$ cat config.mk
export PLATFORM = sky130hd
export DESIGN_NAME = mem_port_arbiter
export DESIGN_NICKNAME = d
export VERILOG_FILES = /design/src/rtl/mem_port_arbiter.sv
export SDC_FILE = /design/constraint.sdc
export NUM_CORES = 1
export LEC_CHECK = 0
export CAP_MARGIN = 20
export CELL_PAD_IN_SITES_DETAIL_PLACEMENT = 0
export CELL_PAD_IN_SITES_GLOBAL_PLACEMENT = 1
export CORE_ASPECT_RATIO = 0.7
export CORE_MARGIN = 1.5
export CORE_UTILIZATION = 25
export DETAILED_ROUTE_END_ITERATION = 12
export PLACE_DENSITY = 0.77
export SLEW_MARGIN = 10
export SYNTH_ARGS = -nofsm -noshare
export SYNTH_HDL_FRONTEND = slang
export SYNTH_SLANG_ARGS = --single-unit
$ cat constraint.sdc
create_clock -name clk -period 2.74 [get_ports clk]
set_input_delay 0.685 -clock clk [delete_from_list [all_inputs] [get_ports clk]]
set_output_delay 0.685 -clock clk [all_outputs]
set_load 0.1 [all_outputs]
$ cat src/rtl/mem_port_arbiter.sv
// Shares one registered memory port between instruction fetch and data access.
// Data has fixed priority; a wait counter forces completion on a hung port.
module mem_port_arbiter #(
    parameter int AW      = 32,
    parameter int DW      = 32,
    parameter int TIMEOUT = 255
) (
    input  logic          clk,
    input  logic          rst_n,
    input  logic          if_req,
    input  logic [AW-1:0] if_addr,
    input  logic          if_flush,
    output logic          if_done,
    output logic [DW-1:0] if_rdata,
    input  logic          dm_req,
    input  logic          dm_we,
    input  logic [AW-1:0] dm_addr,
    input  logic [DW-1:0] dm_wdata,
    output logic          dm_done,
    output logic [DW-1:0] dm_rdata,
    output logic          mem_req,
    output logic          mem_we,
    output logic [AW-1:0] mem_addr,
    output logic [DW-1:0] mem_wdata,
    input  logic [DW-1:0] mem_rdata,
    input  logic          mem_ready,
    output logic          stall_if,
    output logic          stall_mem,
    output logic          timeout_err
);

    typedef enum logic [1:0] {IDLE, FETCH, DATA} state_t;

    localparam logic [7:0] TMAX = 8'(TIMEOUT);

    state_t        state_q, state_d;
    logic          req_q, req_d;
    logic          we_q, we_d;
    logic [AW-1:0] addr_q, addr_d;
    logic [DW-1:0] wdata_q, wdata_d;
    logic          squash_q, squash_d;
    logic [7:0]    cnt_q, cnt_d;
    logic          terr_q, terr_d;

    logic          busy, tmo, fin;
    logic [DW-1:0] rdata;

    always_ff @(posedge clk or negedge rst_n) begin
        if (!rst_n) begin
            state_q  <= IDLE;
            req_q    <= 1'b0;
            we_q     <= 1'b0;
            addr_q   <= '0;
            wdata_q  <= '0;
            squash_q <= 1'b0;
            cnt_q    <= '0;
            terr_q   <= 1'b0;
        end else begin
            state_q  <= state_d;
            req_q    <= req_d;
            we_q     <= we_d;
            addr_q   <= addr_d;
            wdata_q  <= wdata_d;
            squash_q <= squash_d;
            cnt_q    <= cnt_d;
            terr_q   <= terr_d;
        end
    end

    // A transaction ends on mem_ready or when the wait budget is exhausted.
    always_comb begin
        busy = (state_q != IDLE);
        tmo  = busy && !mem_ready && (cnt_q == TMAX);
        fin  = busy && (mem_ready || tmo);
    end

    always_comb begin
        state_d  = state_q;
        req_d    = req_q;
        we_d     = we_q;
        addr_d   = addr_q;
        wdata_d  = wdata_q;
        squash_d = squash_q;
        cnt_d    = cnt_q;
        terr_d   = terr_q | tmo;
        case (state_q)
            IDLE: begin
                if (dm_req) begin
                    state_d = DATA;
                    req_d   = 1'b1;
                    we_d    = dm_we;
                    addr_d  = dm_addr;
                    wdata_d = dm_wdata;
                    cnt_d   = '0;
                end else if (if_req && !if_flush) begin
                    state_d = FETCH;
                    req_d   = 1'b1;
                    we_d    = 1'b0;
                    addr_d  = if_addr;
                    wdata_d = '0;
                    cnt_d   = '0;
                end
            end
            FETCH, DATA: begin
                if (fin) begin
                    state_d  = IDLE;
                    req_d    = 1'b0;
                    squash_d = 1'b0;
                end else begin
                    cnt_d = cnt_q + 8'd1;
                    if (state_q == FETCH && if_flush) begin
                        squash_d = 1'b1;
                    end
                end
            end
            default: begin
                state_d  = IDLE;
                req_d    = 1'b0;
                squash_d = 1'b0;
            end
        endcase
    end

    always_comb begin
        rdata   = tmo ? '0 : mem_rdata;
        if_done = (state_q == FETCH) && fin && !squash_q && !if_flush;
        dm_done = (state_q == DATA) && fin;
    end

    assign if_rdata    = rdata;
    assign dm_rdata    = rdata;
    assign stall_if    = if_req && !if_done;
    assign stall_mem   = dm_req && !dm_done;
    assign mem_req     = req_q;
    assign mem_we      = we_q;
    assign mem_addr    = addr_q;
    assign mem_wdata   = wdata_q;
    assign timeout_err = terr_q;

endmodule

==> flow_metrics.env, run 1 <==
export IMPL_rows=38
export IMPL_synth_seq_cells=78
export IMPL_crit_family="simple AND/OR/NAND/NOR gates"
export IMPL_dp_hpwl_um=9930
export IMPL_cts_sinks=78
export IMPL_ys_types=41
export IMPL_slowest_stage="dfrtp_1"
export IMPL_cp_data_arrival_time_ns=1.96
export IMPL_worst_slack_ns=0.0930
export IMPL_vias=3557
export IMPL_finalCritPeriodShare_pct=96.6
export IMPL_antenna_cells=0
export IMPL_relSlewSlack_pct=64.4
export IMPL_slew_violations=0
export IMPL_period_needed_ns=2.65
export IMPL_synthCells=377
export IMPL_routed_wl_um=12500
export IMPL_crit_start="cnt_q[0]$_DFFE_PN0P_"
export IMPL_fin_cells=817
export IMPL_drc_errors=0
export IMPL_grt_total_usage_pct=14.7
export IMPL_dp_cells=799
export IMPL_ir_worst_vdd_uv=1090
export IMPL_avgSynthCellArea_um2=10.6
export IMPL_ios=270
export IMPL_path_cells="ha_2 -> and3_4 -> nand4_4 -> buf_12 -> a21oi_4 -> nor2b_4 -> buf_12"
export IMPL_setup_violations=0
export IMPL_fillers=1419
export IMPL_ys_seq_area_share_pct=49.0
export IMPL_coreArea_mm2=0.0155
export IMPL_cts_tree="built"
export IMPL_vias_per_cell=4.35
export IMPL_synth_nets=516
export IMPL_place_gp_congestion=0.740
export IMPL_die_w_um=154
export IMPL_synthTopCellsByCount="dfrtp_1 (78), nand2_1 (42), o21ai_0 (36)"
export IMPL_synth_edff_count=0
export IMPL_cp_depth=7
export IMPL_cts_hold_buf=0
export IMPL_cap_viol_max_count=0
export IMPL_areaGrowthSynthToFinish_pct=90.9
export IMPL_ys_warn_count=0
export IMPL_cp_num_buf_inv=2
export IMPL_status="finished, final reports clean"
export IMPL_reg2reg_depth=5
export IMPL_fmaxAchievable_mhz=378
export IMPL_register_area_mm2=0.00195
export IMPL_multi_input_comb_area_mm2=0.00176
export IMPL_cpPeakStageDelay_ns=0.39
export IMPL_root_buffer="clkbuf_16"
export IMPL_hold_viol=0
export IMPL_insertion_delay_ns=0.33
export IMPL_num_nets_final=751
export IMPL_synth_most_common_cell="dfrtp_1"
export IMPL_post_synth_top_area_fraction_pct=49.0
export IMPL_die_area_mm2=0.0167
export IMPL_skew_ns=0.0105
export IMPL_antenna_found_initial=0
export IMPL_ant_nets=0
export IMPL_cts_buffer_depth=2
export IMPL_die_h_um=109
export IMPL_initial_core_util_pct=25.6
export IMPL_ys_top_cells_by_area="dfrtp_1 (49%), mux2i_1 (8.0%), a22o_1 (7.5%)"
export IMPL_p_per_area_mw_per_mm2=1270
export IMPL_cellLeakagePower_uw=0.00353
export IMPL_cp_data_required_time_ns=2.06
export IMPL_pre_cts_ws_ns=-0.0484
export IMPL_async_reset_ff_share_pct=100
export IMPL_yosysTopAreaCell="dfrtp_1"
export IMPL_grt_ovfl_total=0
export IMPL_first_iter_violations=157
export IMPL_firstDrtPassIters=4
export IMPL_grt_pass1_vias=3625
export IMPL_cp_end_kind="output port"
export IMPL_worstPathMaxFanout=20
export IMPL_critPathKind="register to output port"
export IMPL_portBuffers=269
export IMPL_clk_pin_slew_ns=0.07
export IMPL_reg2reg_slack_ns=0.95
export IMPL_drive_above_1_share_pct=35.0
export IMPL_grt_max_degree=79
export IMPL_reg2reg_from="state_q[1]$_DFFE_PN0P_"
export IMPL_tightest_slew_ns=0.534
export IMPL_cpMostUsedCell="buf_12"
export IMPL_cts_made_buffers=9
export IMPL_min_path_type="input pin to async pin"
export IMPL_h_tree_depth=3
export IMPL_synth_cell_area_mm2=0.00399
export IMPL_wl_per_cell_um=15.3
export IMPL_synthFlopType="dfrtp_1"
export IMPL_grt_pass1_wl_um=19400
export IMPL_cp_endpoint="stall_mem"
export IMPL_start_kind="register"
export IMPL_rr_endpoint="cnt_q[3]$_DFFE_PN0P_"
## per-stage QoR
step                power, µW  hold slack [ns]  cell area [µm²]   TNS, ns  util (%)
floorplan                6910            0.389             4100   -0.0394         -
global placement         8430            0.459             7260   -0.0340      46.7
detailed placement       8480            0.456             7260    -0.152      46.7
CTS                      9730            0.473             7570         0      48.7
global route            10100            0.257             7610  -0.00116      48.9
finish                   9670            0.248             7610         0      48.9
## sequential cells by signal, summed over array words and instances (netlist names)
| name | flops |
|---|---|
| state_q | 2 |
| mem_req | 1 |
| timeout_err | 1 |
| mem_addr | 32 |
| cnt_q | 8 |
| squash_q | 1 |
| mem_we | 1 |
| mem_wdata | 32 |
## worst reg2reg max path: stages, from the launching register on
cell and delay (ns):
dfrtp_1 0.38, inv_1 0.07, ha_2 0.48, inv_1 0.22
or3_1 0.40, o211ai_1 0.15
## power breakdown
part           switching [µW]  internal, µW  leakage (µW)
Clock                     487           718      0.000148
Combinational            4930          1500       0.00239
Sequential                347          1680      0.000983
Total                    5770          3900       0.00353
## layout make-up
type,instances,area share (%)
multi-input cells,236,23.1
well taps,200,3.29
clock buffers,9,2.96
repair buffers,281,43.6
inverters,6,0.296
flip-flops and latches,78,25.7
clock inverters,7,1.05
## per-layer routing
| layer | part of all wire, % | track usage [%] |
|---|---|---|
| met1 | 44 | 19.5 |
| met2 | 49 | 24.3 |
| met3 | 6.2 | 3.90 |
| met4 | 0.77 | 3.33 |
| met5 | 0 | 0 |
## how the worst min path moves through the flow
stage	slack [ns]	cells past startpoint	start	endpoint
final	0.25	1	rst_n	mem_addr[13]$_DFFE_PN0P_
after global routing	0.26	1	rst_n	mem_addr[14]$_DFFE_PN0P_
after CTS	0.47	1	timeout_err$_DFF_PN0_	timeout_err$_DFF_PN0_
after detailed placement	0.46	1	timeout_err$_DFF_PN0_	timeout_err$_DFF_PN0_
after global placement	0.46	1	timeout_err$_DFF_PN0_	timeout_err$_DFF_PN0_
after floorplan	0.39	0	rst_n	cnt_q[0]$_DFFE_PN0P_
## logic make-up (layout without fill, tap and decap cells)
family	count (synthesis)	in the layout	synth area share, %
XOR/XNOR	1	1	0.220
multiplexers	32	32	8.04
AO/OA/AOI/OAI	93	93	16.8
adder cells (fa/ha/maj)	4	4	1.26
AND/OR/NAND/NOR	106	106	14.8
buffers and inverters	63	303	9.92
flip-flops	78	78	49.0
## timing repair
item / CTS / global route
endpoints found under the hold margin: 0 / 0
setup buffers: 0 / 1
resized for setup: 2 / 2
gates cloned: 0 / 0
setup endpoints to repair: 7 / 36
## cell usage in the layout (no fill, tap or decap), drive strengths merged, types with 3 or more instances in the layout
cell             n
and2            34
o211ai           3
nand2           42
inv              9
clkbuf           9
nor2b            3
buf            149
o21ai           37
dfrtp           78
ha               4
clkdlybuf4s50  131
mux2i           32
nor2             6
nand3           11
a21oi            8
a22o            34
Power figures use the tool's default switching activity.
==> run 2: changes to the inputs <==
==> constraint.sdc (replaced) <==
create_clock -name clk -period 2.74 [get_ports clk]
set_input_delay 0.685 -clock clk [delete_from_list [all_inputs] [get_ports clk]]
set_output_delay 0.685 -clock clk [all_outputs]
set_load 0.05 [all_outputs]
==> flow_metrics.env, run 2 (synthesis gave the netlist of run 1 again) <==
export IMPL_status="finished, final reports clean"
export IMPL_drc_errors=0
export IMPL_dp_hpwl_um=8870
export IMPL_place_gp_congestion=0.724
export IMPL_cp_end_kind="output port"
export IMPL_rr_endpoint="mem_req$_DFFE_PN0P_"
export IMPL_period_needed_ns=2.59
export IMPL_routed_wl_um=11400
export IMPL_num_nets_final=751
export IMPL_post_cts_buffers=0
export IMPL_insertion_delay_ns=0.33
export IMPL_placed_area_mm2=0.00654
export IMPL_dp_cells=801
export IMPL_register_area_mm2=0.00195
export IMPL_holdWs_ns=0.286
export IMPL_reg2reg_depth=6
export IMPL_ios=270
export IMPL_die_area_mm2=0.0167
export IMPL_ir_worst_vdd_uv=585
export IMPL_cts_hold_buf=0
export IMPL_cts_buffer_depth=2
export IMPL_fin_cells=817
export IMPL_tns_ns=0
export IMPL_portBuffers=269
export IMPL_tightest_slew_ns=0.642
export IMPL_finalCritPeriodShare_pct=94.6
export IMPL_p_per_area_mw_per_mm2=1100
export IMPL_h_tree_depth=3
export IMPL_grt_total_usage_pct=13.4
export IMPL_wl_per_cell_um=14.0
export IMPL_root_buffer="clkbuf_16"
export IMPL_slew_violations=0
export IMPL_start_kind="register"
export IMPL_grt_max_degree=51
export IMPL_layout_cells_most_common_list="clkdlybuf4s50_1 (198), dfrtp_1 (77), buf_4 (75), nand2_1 (42), o21ai_0 (36)"
export IMPL_grt_pass1_vias=3483
export IMPL_skew_ns=0.00611
export IMPL_cap_viol_max_count=0
export IMPL_initial_core_util_pct=25.6
export IMPL_coreArea_mm2=0.0155
export IMPL_clk_pin_slew_ns=0.07
export IMPL_setup_violations=0
export IMPL_die_w_um=154
export IMPL_pre_cts_ws_ns=0.0121
export IMPL_cp_data_arrival_time_ns=1.91
export IMPL_cts_sinks=78
export IMPL_hold_viol=0
export IMPL_drive_above_1_share_pct=18.3
export IMPL_final_common_cell="clkdlybuf4s50_1"
export IMPL_cts_tree="built"
export IMPL_vias_per_cell=4.34
export IMPL_critPathKind="register to output port"
export IMPL_multi_input_comb_area_mm2=0.00164
export IMPL_areaGrowthSynthToFinish_pct=71.7
export IMPL_cellLeakagePower_uw=0.00307
export IMPL_cts_made_buffers=9
export IMPL_min_path_type="input pin to async pin"
export IMPL_cp_endpoint="if_rdata[8]"
export IMPL_antenna_cells=0
export IMPL_rsz0062_at_grt="no"
export IMPL_firstDrtPassIters=4
export IMPL_fmaxAchievable_mhz=386
export IMPL_crit_start="state_q[0]$_DFFE_PN0P_"
export IMPL_fillers=1494
export IMPL_rows=38
export IMPL_worst_slack_ns=0.147
export IMPL_grt_ovfl_total=0
export IMPL_cp_data_required_time_ns=2.06
export IMPL_first_iter_violations=113
export IMPL_reg2reg_slack_ns=0.86
export IMPL_cts_resized=0
export IMPL_grt_pass1_wl_um=17900
export IMPL_relSlewSlack_pct=57.1
export IMPL_reg2reg_from="state_q[1]$_DFFE_PN0P_"
export IMPL_ant_nets=0
export IMPL_finish_instance_area_mm2=0.00684
export IMPL_worstPathMaxFanout=33
export IMPL_antenna_found_initial=0
export IMPL_vias=3548
export IMPL_die_h_um=109
==> run 2: metal layers <==
layer	track usage [%]	vias up	share of wire (%)
met2	21.3	129	47
met5	0	-	0
met1	18.0	1639	45
li1	-	1769	-
met4	3.81	0	1.3
met3	3.93	11	6.8
==> run 2: worst min path at each step <==
stage | endpoint
floorplan | cnt_q[0]$_DFFE_PN0P_
global placement | timeout_err$_DFF_PN0_
detailed placement | timeout_err$_DFF_PN0_
CTS | mem_wdata[19]$_DFFE_PN0P_
global route | mem_wdata[19]$_DFFE_PN0P_
finish | mem_wdata[19]$_DFFE_PN0P_
==> run 2: final cells by class <==
class                           count  area share, %
Multi-Input combinational cell    236           24.0
Sequential cell                    78           28.5
Inverter                            6          0.329
Clock buffer                        9           3.29
Timing Repair Buffer              281           39.2
Tap cell                          200           3.66
Clock inverter                      7          0.933
==> run 2: stage by stage <==
step	total power (µW)	utilization [%]
2_1_floorplan	4870	-
3_3_place_gp	6400	42.1
3_5_place_dp	6430	42.1
4_1_cts	7630	43.9
5_1_grt	7970	44.0
6_report	7540	44.0
==> run 2: power by group <==
group          total [µW]  leakage (µW)  switching (µW)  internal [µW]
sequential           2020      0.000981             339           1680
clock                1140      0.000143             504            636
combinational        4380       0.00194            2840           1540
==> run 2: critical path: stages (launching register included) <==
cell and delay (ns):
dfrtp_1 0.36, inv_1 0.08, ha_1 0.28, nor2_8 0.15, nand4_4 0.13, buf_12 0.20
and2_1 0.18, buf_4 0.19
==> run 3: changes to the inputs <==
--- a/config.mk
+++ b/config.mk
@@ -10,9 +10,9 @@
 export CELL_PAD_IN_SITES_GLOBAL_PLACEMENT = 1
 export CORE_ASPECT_RATIO = 0.7
 export CORE_MARGIN = 1.5
-export CORE_UTILIZATION = 25
+export CORE_UTILIZATION = 27
 export DETAILED_ROUTE_END_ITERATION = 12
-export PLACE_DENSITY = 0.77
+export PLACE_DENSITY = 0.82
 export SLEW_MARGIN = 10
 export SYNTH_ARGS = -nofsm -noshare
 export SYNTH_HDL_FRONTEND = slang
==> constraint.sdc (replaced) <==
create_clock -name clk -period 3.3 [get_ports clk]
set_input_delay 0.825 -clock clk [delete_from_list [all_inputs] [get_ports clk]]
set_output_delay 0.825 -clock clk [all_outputs]
set_load 0.05 [all_outputs]
==> flow_metrics.env, run 3 (synthesis gave the netlist of run 1 again) <==
export IMPL_grt_pass1_wl_um=18800
export IMPL_clk_pin_slew_ns=0.07
export IMPL_routed_wl_um=11700
export IMPL_ant_nets=0
export IMPL_ios=270
export IMPL_register_area_mm2=0.00195
export IMPL_crit_start="mem_ready"
export IMPL_cts_tree="built"
export IMPL_num_nets_final=748
export IMPL_fmaxAchievable_mhz=321
export IMPL_finish_instance_area_mm2=0.00679
export IMPL_min_path_type="input pin to async pin"
export IMPL_die_area_mm2=0.0155
export IMPL_cp_end_kind="output port"
export IMPL_antenna_found_initial=0
export IMPL_p_per_area_mw_per_mm2=928
export IMPL_wl_per_cell_um=14.6
export IMPL_start_kind="input pin"
export IMPL_portBuffers=269
export IMPL_grt_total_usage_pct=15.2
export IMPL_drc_errors=0
export IMPL_place_gp_congestion=0.733
export IMPL_cts_sinks=78
export IMPL_cap_viol_max_count=0
export IMPL_layout_cells_most_common_list="clkdlybuf4s50_1 (199), dfrtp_1 (78), buf_4 (74), nand2_1 (42), o21ai_0 (36)"
export IMPL_cts_made_buffers=9
export IMPL_cts_resized=0
export IMPL_rows=36
export IMPL_relSlewSlack_pct=61.3
export IMPL_first_iter_violations=127
export IMPL_worstPathMaxFanout=33
export IMPL_tns_ns=0
export IMPL_root_buffer="clkbuf_16"
export IMPL_reg2reg_depth=6
export IMPL_insertion_delay_ns=0.33
export IMPL_cts_hold_buf=0
export IMPL_dp_hpwl_um=8850
export IMPL_drive_above_1_share_pct=17.6
export IMPL_post_cts_buffers=0
export IMPL_vias=3569
export IMPL_grt_pass1_vias=3626
export IMPL_h_tree_depth=3
export IMPL_rsz0062_at_grt="no"
export IMPL_placed_area_mm2=0.00646
export IMPL_slew_violations=0
export IMPL_finalCritPeriodShare_pct=94.5
export IMPL_grt_ovfl_total=0
export IMPL_skew_ns=0.00889
export IMPL_cp_data_required_time_ns=2.47
export IMPL_final_common_cell="clkdlybuf4s50_1"
export IMPL_areaGrowthSynthToFinish_pct=70.4
export IMPL_cp_data_arrival_time_ns=2.29
export IMPL_multi_input_comb_area_mm2=0.00164
export IMPL_rr_endpoint="mem_wdata[18]$_DFFE_PN0P_"
export IMPL_cellLeakagePower_uw=0.00305
export IMPL_ir_worst_vdd_uv=575
export IMPL_die_h_um=105
export IMPL_coreArea_mm2=0.0141
export IMPL_status="finished, final reports clean"
export IMPL_reg2reg_from="state_q[0]$_DFFE_PN0P_"
export IMPL_fillers=1304
export IMPL_antenna_cells=0
export IMPL_initial_core_util_pct=28.2
export IMPL_period_needed_ns=3.12
export IMPL_grt_max_degree=79
export IMPL_cts_buffer_depth=2
export IMPL_critPathKind="input pin to output port"
export IMPL_reg2reg_slack_ns=1.32
export IMPL_die_w_um=148
export IMPL_firstDrtPassIters=4
export IMPL_vias_per_cell=4.44
export IMPL_hold_viol=0
export IMPL_holdWs_ns=0.464
export IMPL_tightest_slew_ns=0.581
export IMPL_setup_violations=0
==> run 3: through the flow <==
stage,setup slack (ns),std cells,total power [µW],util (%)
2_1_floorplan,0.0733,377,4050,-
3_3_place_gp,0.209,787,5270,45.7
3_5_place_dp,0.167,787,5300,45.7
4_1_cts,0.170,803,6380,47.9
5_1_grt,0.0969,804,6650,48.0
6_report,0.180,804,6300,48.0
==> run 3: cell type report <==
type / instances / area share (%)
Inverter: 6 / 0.332
Clock inverter: 7 / 1.23
Tap cell: 190 / 3.50
Timing Repair Buffer: 278 / 38.8
Sequential cell: 78 / 28.7
Clock buffer: 9 / 3.32
Multi-Input combinational cell: 236 / 24.1
==> run 3: worst max-delay path by stage <==
stage               depth (start not counted)            to
finish                                      6  dm_rdata[11]
global route                                6  if_rdata[26]
CTS                                         6  if_rdata[26]
detailed placement                          6  if_rdata[26]
global placement                            6       dm_done
floorplan                                   4      stall_if
==> run 3: worst max-delay path, cell delays in order <==
cell,delay [ns]
clkdlybuf4s50_1,0.55
nor2_8,0.19
nand4_4,0.15
buf_12,0.20
and2_1,0.19
buf_4,0.19
==> run 3: power by group <==
group,switching [µW],internal [µW]
Clock,421,602
Combinational,2360,1240
Sequential,286,1400
==> run 3: metal layers <==
| metal | GRT usage [%] | part of all wire, % |
|---|---|---|
| met1 | 19.4 | 44 |
| met2 | 24.0 | 46 |
| met3 | 5.72 | 9.5 |
| met4 | 4.17 | 0.95 |
| met5 | 0 | 0 |
